==> src/rtl/arbitro_wrr_pkg.sv <==
// arbitro_wrr shared definitions
// FSM encoding, flit field positions, finder result bundle
package arbitro_wrr_pkg;

  localparam logic [1:0] ST_IDLE  = 2'd0;
  localparam logic [1:0] ST_CARGA = 2'd1;
  localparam logic [1:0] ST_ARB   = 2'd2;

  localparam int N_CLS = 4;

  localparam int DEST_HI = 9;
  localparam int DEST_LO = 8;
  localparam int DEST_W  = DEST_HI - DEST_LO + 1;

  localparam int CLASS_HI = 11;
  localparam int CLASS_LO = 10;
  localparam int CLS_W    = CLASS_HI - CLASS_LO + 1;

  typedef struct packed {
    logic             hit;
    logic [CLS_W-1:0] cls;
  } busca_t;

  function automatic logic [N_CLS-1:0] onehot4(
    input logic [CLS_W-1:0] k
  );
    onehot4 = 4'b0001 << k;
  endfunction

endpackage

==> src/rtl/arbitro_wrr_rr_busca.sv <==
// Round-robin first-eligible finder
// Scans req starting at start, wrapping mod 4
module rr_busca
  import arbitro_wrr_pkg::*;
(
  input  logic [N_CLS-1:0] req,
  input  logic [CLS_W-1:0] start,
  output logic             found,
  output logic [CLS_W-1:0] idx
);

  logic [CLS_W-1:0] k;

  // walk offsets high to low so the nearest hit wins
  always_comb begin
    found = 1'b0;
    idx   = start;
    k     = start;
    for (int i = N_CLS - 1; i >= 0; i--) begin
      k = start + CLS_W'(i);
      if (req[k]) begin
        found = 1'b1;
        idx   = k;
      end
    end
  end

endmodule

==> src/rtl/arbitro_wrr.sv <==
// Weighted round-robin pop scheduler
// Feeds fifoin2 from class FIFOs fifo0..fifo3
module arbitro_wrr
  import arbitro_wrr_pkg::*;
#(
  parameter int PESO_W = 3,
  parameter int CNT_W  = 8
) (
  input  logic                  clk,
  input  logic                  reset,
  input  logic                  init,
  input  logic [4*PESO_W-1:0]   peso,
  input  logic [3:0]            empty,
  input  logic [7:0]            head_dest,
  input  logic [3:0]            almost_full_dest,
  input  logic                  almost_full_in2,
  input  logic [1:0]            idx,
  output logic [3:0]            pop,
  output logic [1:0]            sel,
  output logic                  valid,
  output logic [CNT_W-1:0]      grant_cnt,
  output logic                  idle
);

  logic [1:0]        state;
  logic [PESO_W-1:0] wreg [N_CLS];
  logic [CNT_W-1:0]  cnt  [N_CLS];
  logic [CLS_W-1:0]  ptr;
  logic [PESO_W-1:0] credit;

  logic [N_CLS-1:0]  elig;
  logic [N_CLS-1:0]  req_oth;
  logic [CLS_W-1:0]  ptr_nx;
  busca_t            fnd;
  logic              in_arb;
  logic              stay;
  logic              grant;
  logic [CLS_W-1:0]  g;
  logic [CLS_W-1:0]  g_nx;
  logic [PESO_W-1:0] cred_nx;

  // class eligibility: data, weight, dest room, global room
  always_comb begin
    elig = '0;
    for (int k = 0; k < N_CLS; k++) begin
      elig[k] = !empty[k]
        && (wreg[k] != '0)
        && !almost_full_dest[head_dest[DEST_W*k +: DEST_W]]
        && !almost_full_in2;
    end
  end

  assign in_arb  = (state == ST_ARB) && !init;
  assign ptr_nx  = ptr + CLS_W'(1);
  assign req_oth = elig & ~onehot4(ptr);

  rr_busca u_busca (
    .req   (req_oth),
    .start (ptr_nx),
    .found (fnd.hit),
    .idx   (fnd.cls)
  );

  // pick ptr while it has credit, else next eligible
  always_comb begin
    stay    = elig[ptr] && (credit != '0);
    grant   = in_arb && (stay || fnd.hit);
    g       = stay ? ptr : fnd.cls;
    g_nx    = g + CLS_W'(1);
    cred_nx = stay ? credit - PESO_W'(1)
                   : wreg[g] - PESO_W'(1);
  end

  assign pop       = grant ? onehot4(g) : '0;
  assign grant_cnt = cnt[idx];
  assign idle      = (state == ST_IDLE)
                  || ((state == ST_ARB) && (elig == '0));

  // control FSM: idle, one load cycle, arbitrate
  always_ff @(posedge clk or negedge reset) begin
    if (!reset) begin
      state <= ST_IDLE;
    end else begin
      unique case (1'b1)
        state == ST_IDLE:  if (init) state <= ST_CARGA;
        state == ST_CARGA: state <= ST_ARB;
        state == ST_ARB:   if (init) state <= ST_CARGA;
        default:           state <= ST_IDLE;
      endcase
    end
  end

  // weight registers latched on the load cycle
  always_ff @(posedge clk or negedge reset) begin
    if (!reset) begin
      for (int k = 0; k < N_CLS; k++) wreg[k] <= '0;
    end else if (state == ST_CARGA) begin
      for (int k = 0; k < N_CLS; k++)
        wreg[k] <= peso[k*PESO_W +: PESO_W];
    end
  end

  // turn pointer and remaining credit of the current class
  always_ff @(posedge clk or negedge reset) begin
    if (!reset) begin
      ptr    <= '0;
      credit <= '0;
    end else if (state == ST_CARGA) begin
      ptr    <= '0;
      credit <= peso[PESO_W-1:0];
    end else if (grant) begin
      if (cred_nx == '0) begin
        ptr    <= g_nx;
        credit <= wreg[g_nx];
      end else begin
        ptr    <= g;
        credit <= cred_nx;
      end
    end
  end

  // saturating per-class grant counters
  always_ff @(posedge clk or negedge reset) begin
    if (!reset) begin
      for (int k = 0; k < N_CLS; k++) cnt[k] <= '0;
    end else if (state == ST_CARGA) begin
      for (int k = 0; k < N_CLS; k++) cnt[k] <= '0;
    end else if (grant && (cnt[g] != '1)) begin
      cnt[g] <= cnt[g] + CNT_W'(1);
    end
  end

  // delayed mux select and fifoin2 write enable
  always_ff @(posedge clk or negedge reset) begin
    if (!reset) begin
      valid <= 1'b0;
      sel   <= '0;
    end else begin
      valid <= grant;
      if (grant) sel <= g;
    end
  end

endmodule

==> config.mk <==
export PLATFORM = sky130hd
export DESIGN_NAME = arbitro_wrr
export DESIGN_NICKNAME = d
export VERILOG_FILES = /design/src/rtl/arbitro_wrr_pkg.sv /design/src/rtl/arbitro_wrr_rr_busca.sv /design/src/rtl/arbitro_wrr.sv
export SDC_FILE = /design/constraint.sdc
export NUM_CORES = 1
export LEC_CHECK = 0
export CORE_UTILIZATION = 45
export CTS_BUF_LIST = sky130_fd_sc_hd__clkbuf_4
export CTS_CLUSTER_SIZE = 30
export DETAILED_ROUTE_END_ITERATION = 6
export PLACE_DENSITY = 0.67
export SYNTH_ARGS = -nofsm -noshare
export SYNTH_HDL_FRONTEND = slang
export SYNTH_SLANG_ARGS = --single-unit
==> constraint.sdc <==
create_clock -name clk -period 14 [get_ports clk]
set_input_delay 2.8 -clock clk [delete_from_list [all_inputs] [get_ports clk]]
set_output_delay 2.8 -clock clk [all_outputs]
set_load 0.03 [all_outputs]
==> results.tsv <==
metric	value	unit
P&R area growth vs syn	15.4	%
Worst Max-Slew Pin Slew	0.853	ns
Critical Path Start Type	input port	
setup bufs post-CTS	0	
clk slew on worst S/H paths	0.14	ns
Vias/cell	6.33	
DR pass1 iterations	6	
Placeable Area	8220	sq um
Post-synth EDFFs	0	
footprint of the multi-input gates	2340	sq um
first-pass GRT wire length	16700	um
number of max-cap violations	0	
Syn Std Cell Area	3830	sq um
yosys warns	0	
Crit. End Element	output port	
Clk Latency, worst-skew pair	0.38	ns
ratio of final minimum period to clock period	70.6	%
Leakage	1.80	nW
htree depth	2	
top post-synthesis cells by count	65 x nand2_1, 54 x dfrtp_1, 28 x mux2i_1	
vias in the first global route	3221	
vias after detailed routing	3367	
number of routed nets with antenna violations	0	
Die Span X	94.3	um
Fillers	758	
Cell Rows	33	
layout cells sized above 1	12.2	%
ys async rst share	100	%
Period minus WS final	9.89	ns
Setup Skew	0.0121	ns
Hold-fix buffers, CTS	0	
Peak supply drop	0.0597	mV
initial antenna violation count	0	
#FFs+latches synth	54	
DR DRC count	0	
TritonCTS clock tree	yes	
Layout Nets	471	
Main synth FF type	dfrtp_1	
die area	8900	sq um
clock buffer depth	2	
Syn Nets	434	
Final Power	584	uW
final setup fails	0	
num ports	50	
register area share after synthesis	35.2	%
Wirelength per Cell	19.4	um
initial core utilization	46.7	%
Max Clk Rate	0.101	GHz
final setup TNS	0	ns
Cell variety after synth	58	
Hold Path End	state[0]$_DFFE_PN0P_	
Hold WS	0.509	ns
Synth area leaders	dfrtp_1 35%, mux4_2 8.8%, mux2i_1 7.3%	
Crit path arrival time	7.09	ns
total congestion overflow	0	
Worst EP required	11.20	ns
most common cell in the netlist	nand2_1	
final WL	10300	um
Worst Min Path Start	state[0]$_DFFE_PN0P_	
Slew Limit Fails	0	
status	finished, final reports clean	
Final Hold Viols	0	
number of I/O port buffers	49	
Reg area	1350	sq um
Setup Crit Path Kind	input port to output port	
R2R cell count	16	
cell count after synthesis	389	
CTS buffer count	5	
Hold Path Class	register to register	
RR Endpoint	ptr[1]$_DFFE_PN0P_	
Die Y	94.3	um
clk sink count	54	
worst r2r src	ptr[0]$_DFFE_PN0P_	
Slew headroom	42.9	%
post-DP HPWL	7420	um
antenna fix cells	0	
pwr dens	132	nW/um^2
top cell type by total area after synthesis	dfrtp_1	
post-cts sizing count	0	
Crit Path Max Fanout	24	
setup slack, reg-to-reg	8.51	ns
GRT Util Overall	24.4	%
Yosys top cell area share	35.2	%
Synth Area per Inst	9.86	sq um
RSZ-0062 raised after global routing	no	
Routability Congestion	0.869	
detailed router's first-iteration violation count	209	
largest net degree at the start of global routing	55	
root buffer cell	clkbuf_4	
Hold Crit Depth	1	
[report_power, final]
part	internal (mW)	total [mW]	switching (mW)
sequential	0.174	0.199	0.0251
clock	0.0219	0.0712	0.0493
combinational	0.128	0.313	0.185
[stage by stage]
step	setup WS [ns]	cells	util [%]	cell area, sq um
5_1_grt	3.78	532	53.9	4430
2_1_floorplan	5.41	389	-	3830
3_5_place_dp	4.15	524	53.2	4370
4_1_cts	4.14	532	53.9	4430
6_report	4.11	532	53.9	4430
3_3_place_gp	4.21	524	53.2	4370
[worst max path at each step]
stage                  from  slack [ns]     end  cells after the start
6_report       head_dest[4]        4.11  pop[0]                     10
5_1_grt        head_dest[4]        3.78  pop[3]                     11
3_5_place_dp   head_dest[4]        4.15  pop[0]                     10
3_3_place_gp   head_dest[4]        4.21  pop[0]                     10
4_1_cts        head_dest[4]        4.14  pop[0]                     10
2_1_floorplan  head_dest[6]        5.41  pop[3]                     12
[cell usage in the layout (no fill, tap or decap), types with 3 or more instances in the layout]
master	instances
a211oi_1	10
a21oi_1	16
a22o_1	24
a22oi_1	3
and2_1	10
buf_4	3
clkbuf_4	6
clkdlybuf4s50_1	48
dfrtp_1	54
ha_1	11
inv_1	7
mux2_2	4
mux2i_1	28
mux4_2	15
nand2_1	65
nand3_1	11
nor2_1	10
nor3_1	12
nor4_1	6
o2111ai_1	3
o211ai_1	6
o21ai_0	13
o21ai_2	3
o21ai_4	3
o2bb2ai_1	5
or2_2	4
or4_1	5
[critical path, stage by stage]
cell	delay [ns]
clkdlybuf4s50_1	0.48
mux4_2	0.56
nor4_4	0.44
o21ai_1	0.16
a211o_2	0.39
o21ai_4	0.67
inv_2	0.35
ha_1	0.28
and2_1	0.29
clkdlybuf4s50_1	0.66
[state kept, by name, indices dropped and copies added, names as in the netlist]
name / cells
sel: 2
ptr: 2
credit: 3
cnt: 32
valid: 1
wreg: 12
state: 2
[area by class of cell]
type / instances / share of cell area [%]
multi-input combinational: 303 / 52.9
sequential: 54 / 30.5
timing repair buffer: 52 / 11.5
tap: 105 / 2.97
clock buffer: 6 / 1.02
inverter: 10 / 0.848
clock inverter: 2 / 0.283
[per-layer routing]
metal / GRT usage (%) / share of wire [%] / vias up
met5: 0 / 0 / -
met4: 7.05 / 1.7 / 0
met3: 3.16 / 5.8 / 23
met1: 35.3 / 46 / 1640
li1: - / - / 1554
met2: 38.0 / 47 / 150
[logic make-up (layout without fill, tap and decap cells)]
logic type	count (synthesis)	after routing	share of synthesized area [%]
AOI/OAI and AO/OA	106	106	21.5
xor gates and xnor gates	3	3	0.685
adders and majority gates	11	11	3.59
buffers and inverters	32	70	3.78
DFF	54	54	35.2
muxes	48	48	17.7
and+or+nand+nor	135	135	17.5
No activity file was read; power rests on OpenSTA's default activity.
==> edit 1 (same flow settings) <==
The parameter `PESO_W` goes from 3 to 6.
--- a/src/rtl/arbitro_wrr.sv
+++ b/src/rtl/arbitro_wrr.sv
@@ -3,7 +3,7 @@
 module arbitro_wrr
   import arbitro_wrr_pkg::*;
 #(
-  parameter int PESO_W = 3,
+  parameter int PESO_W = 6,
   parameter int CNT_W  = 8
 ) (
   input  logic                  clk,
Interface: changed (resized peso); port bits go from 50 to 62. No check against the original RTL was run, so the function may have changed too.
==> edit 1 against the original RTL <==
  * Sequential cell count up 15
  * First-iteration DRC count up 44%
  * Non-clock buffer count up 12
  * Wire length up 12%
  * Register-to-register slack worse by 0.12 ns
  * Largest power group unchanged
  * Synthesized area up 24%
  * Cell count up 17%
  * Clock skew up 0.013 ns
  * Final area up 25%
  * Synthesized cell count up 10%
  * Worst setup slack better by 0.43 ns
  * Sequential power up 43%
  * Combinational power up 83%
  * Power up 67%
==> edit 1: results (changes against the original RTL) <==
[power]
p_switching_mw=0.451  ; +74%
ir_drop_mv=0.0762  ; +28%
p_leak_nw=2.17  ; +20%

[clock_network]
numCtsBuffers=9  ; +4
clk_pin_slew_ns=0.12  ; -0.02 ns
clk_latency_ns=0.43  ; +0.05 ns
h-tree-depth=3  ; +1

[logic_synthesis]
ys_warn_count=0  ; unchanged
synthesis.nets=486  ; +12%
ys_top_cells_by_area=dfrtp_1, mux2i_1, mux4_2
synth-seq-area-share=0.364  ; +0.0112
synthTopCellsByCount=dfrtp_1, nand2_1, mux2i_1, mux2_2, nor2_1
synth_cell_types=73  ; +26%

[global_routing]
grt_max_degree=70  ; +27%
track_usage=0.224  ; -0.0192
grt_pass1_wl_um=19300  ; +15%

[placement]
hpwlAfterDp_um=8470  ; +14%
gp_congestion=0.871  ; +0.18%
placed_area_um2=5430  ; +24%
portBuffers=61  ; +24%

[route]
num_vias=3709  ; +10%
drtIter0Drc=301  ; +44%
drtPass1Iterations=5  ; -1
routed_wl_um=11600  ; +12%

[timing]
finalHoldViolations=0  ; unchanged
worstMarginPinSlew_ns=0.863  ; +0.00959 ns
skew_ns=0.0250  ; +0.0129 ns

[layout]
drive_gt1_frac=0.198  ; +0.0766
largestRegisters=cnt: 32 flops, wreg: 24 flops, credit: 6 flops
nFillCells=932  ; +23%
multiInputGateArea_um2=2860  ; +22%

[outcome]
outcome=finished, final reports clean

[setup_path]
worstPathArrival_ns=6.66  ; -0.43 ns
crit_fanout=18  ; -25%

edit 1: kinds of logic after synthesis:
family,after synthesis,share of synthesized area
AOI/OAI and AO/OA,62,0.102
buffers and inverters,30,0.0340
adders and majority gates,11,0.0290
xor gates and xnor gates,9,0.0166
and+or+nand+nor,144,0.179
DFF,69,0.364
muxes,104,0.276
edit 1: cell type report:
class / count / area share
multi-input cells: 330 / 0.516
flip-flops and latches: 69 / 0.311
repair buffers: 64 / 0.113
well taps: 136 / 0.0307
clock buffers: 9 / 0.0122
clock inverters: 7 / 0.0101
inverters: 10 / 0.00676
edit 1: routing by layer:
layer	wire, um	vias to the layer above	global-route usage
met5	0	-	0
met4	195	0	0.0704
met3	704	24	0.0536
met2	5260	121	0.340
met1	5410	1845	0.317
li1	-	1719	-
edit 1: power by group through the flow:
stage | Combinational (mW) | Clock [mW] | Sequential (mW)
2_1_floorplan | 0.456 | 0 | 0.270
3_3_place_gp | 0.559 | 0 | 0.286
3_5_place_dp | 0.568 | 0 | 0.287
4_1_cts | 0.570 | 0.123 | 0.283
5_1_grt | 0.629 | 0.131 | 0.291
6_report | 0.572 | 0.120 | 0.285
edit 1: path summary, 6_finish.rpt:
| check | endpoint | slack (ns) | depth (start not counted) |
|---|---|---|---|
| setup / recovery | pop[1] | 4.54 | 11 |
| hold / removal | state[0] | 0.50 | 1 |
| setup reg to reg | credit[2] | 8.39 | 17 |
| hold reg to reg | state[0] | 0.50 | 1 |
| max in group asynchronous | wreg[1] | 10.86 | 2 |
| min in group asynchronous | ptr[1] | 2.55 | 2 |
edit 1: critical path: stages:
cell,delay (ns)
clkdlybuf4s50_1,0.49
mux4_2,0.53
a211o_1,0.33
or4_4,0.51
nand4_4,0.14
nor4_4,0.08
nor2_4,0.49
inv_2,0.27
ha_1,0.27
and2_1,0.14
clkdlybuf4s50_1,0.58
edit 1: stage by stage:
step	instances	setup WS [ns]
2_1_floorplan	429	6.01
3_3_place_gp	609	4.60
3_5_place_dp	609	4.53
4_1_cts	625	4.52
5_1_grt	625	4.33
6_report	625	4.54
==> edit 2 (same settings) <==
Without the edit above. Reset style: synchronous (`reset`), changed in 5 clocked blocks.
--- a/src/rtl/arbitro_wrr.sv
+++ b/src/rtl/arbitro_wrr.sv
@@ -77,7 +77,7 @@
                   || ((state == ST_ARB) && (elig == '0));
 
   // control FSM: idle, one load cycle, arbitrate
-  always_ff @(posedge clk or negedge reset) begin
+  always_ff @(posedge clk) begin
     if (!reset) begin
       state <= ST_IDLE;
     end else begin
@@ -91,7 +91,7 @@
   end
 
   // weight registers latched on the load cycle
-  always_ff @(posedge clk or negedge reset) begin
+  always_ff @(posedge clk) begin
     if (!reset) begin
       for (int k = 0; k < N_CLS; k++) wreg[k] <= '0;
     end else if (state == ST_CARGA) begin
@@ -101,7 +101,7 @@
   end
 
   // turn pointer and remaining credit of the current class
-  always_ff @(posedge clk or negedge reset) begin
+  always_ff @(posedge clk) begin
     if (!reset) begin
       ptr    <= '0;
       credit <= '0;
@@ -120,7 +120,7 @@
   end
 
   // saturating per-class grant counters
-  always_ff @(posedge clk or negedge reset) begin
+  always_ff @(posedge clk) begin
     if (!reset) begin
       for (int k = 0; k < N_CLS; k++) cnt[k] <= '0;
     end else if (state == ST_CARGA) begin
@@ -131,7 +131,7 @@
   end
 
   // delayed mux select and fifoin2 write enable
-  always_ff @(posedge clk or negedge reset) begin
+  always_ff @(posedge clk) begin
     if (!reset) begin
       valid <= 1'b0;
       sel   <= '0;
Check against the original RTL: differs if reset is asserted again (counterexample within 4 cycles, from zero or initial values and one cycle with reset low); with reset held inactive, the same outputs for 4 cycles.
==> edit 2 against the original RTL <==
  * Final area decreased by 1.9%
  * Critical path depth grew 1
  * Worst setup slack gained 0.34 ns
  * Synthesized area is 3.5% lower
  * Sequential cell count did not move
  * First-iteration DRC count up 8.6%
  * Maximum frequency is 3.6% higher
  * Synthesized cell count decreased by 13%
  * Wire length is 10% lower
  * Clock skew increased by 0.011 ns
  * Register-to-register slack got worse by 0.57 ns
  * Via count shrank 12%
  * Largest cell class unchanged
  * Highest routed layer unchanged
Power is not compared: it rests on default switching activity, and its combinational part moved more than twofold at a synthesized area within 25%.
==> edit 2: results (changes against the original RTL) <==
[route]
num_vias=2949  ; -12%
drtIter0Drc=227  ; +8.6%
wl_met1_um=4580  ; -3.5%
wl_met3_um=600  ; -0.17%
routed_wl_um=9270  ; -10%
via_per_inst=6.07  ; -4.1%
wl_met2_um=4010  ; -16%

[outcome]
outcome=finished, final reports clean

[layout]
drive_gt1_frac=0.117  ; -0.00459
multi_input_area_share=0.476  ; -0.0529
fin_nets=428  ; -9.1%
nFillCells=724  ; -4.5%
sh_seq_area=0.350  ; +0.0451
clock_area_frac=0.0184  ; +0.00544
buf_share=0.118  ; +0.00337

[logic_synthesis]
synth-seq-area-share=0.411  ; +0.0586
synthTopCellsByCount=edfxtp_1, nor2_1, mux2i_1, nand2_1, mux4_2
ys_top_cells_by_area=edfxtp_1, mux4_2, mux2i_1
synth_edf_count=44  ; +44
synth_top_flop_cell=edfxtp_1
netlist_instances=340  ; -13%
synthesis.nets=385  ; -11%
netlist_area_um2=3700  ; -3.5%

[placement]
dp_cells=478  ; -8.8%
place_ws_ns=4.47  ; +0.319 ns
hpwlAfterDp_um=6630  ; -11%

[global_routing]
grt_pass1_wl_um=14800  ; -12%
grt_pass1_vias=2801  ; -13%
grt_max_degree=36  ; -35%

[setup_path]
crit_fanout=25  ; +4.2%

==> edit 2: changes by cell type in the layout (fill, tap and decap cells not counted), moves of 11 or more <==
cell      delta
a22o_1      -22
and3_1      +11
dfrtp_1     -54
edfxtp_1    +44
nand2_1     -35
nor2_1      +24
==> edit 2: layer usage <==
metal  track usage  vias to the layer above
met5             0                        -
met3        0.0394                       10
met2         0.323                      110
li1              -                     1395
met1         0.350                     1434
met4        0.0564                        0
==> edit 2: worst max-delay path: stages <==
cell and delay (ns):
clkdlybuf4s50_1 0.48, mux4_2 0.52, or4_1 0.66, nor2_1 0.18
o21ai_1 0.16, nand3_1 0.14, mux2_2 0.60, inv_1 0.19
ha_1 0.27, and2_1 0.15, clkdlybuf4s50_1 0.59
==> edit 2: cell families after synthesis <==
logic type	synth area share
AO/OA/AOI/OAI	0.108
XOR/XNOR	0.0118
adder cells (fa/ha/maj)	0.0372
buffers and inverters	0.0308
flip-flops	0.411
multiplexers	0.205
AND/OR/NAND/NOR	0.196
==> edit 2: worst paths after layout <==
kind	start	end	slack [ns]	depth (start not counted)
worst max register to register	ptr[0]	cnt[2][0]	7.94	16
worst min register to register	state[0]	state[0]	0.50	1
worst min-delay path	state[0]	state[0]	0.50	1
worst max-delay path	head_dest[0]	pop[3]	4.46	11
==> edit 2: through the flow <==
step                      utilization  power (mW)
after floorplan                     -       0.254
after global placement          0.543       0.283
after detailed placement        0.543       0.284
after CTS                       0.553       0.373
after global routing            0.553       0.388
final                           0.553       0.374
==> edit 2: power by group <==
part	switching (mW)	internal, mW
combinational	0.0503	0.0420
clock	0.0539	0.0378
sequential	0.00745	0.182
total	0.112	0.262
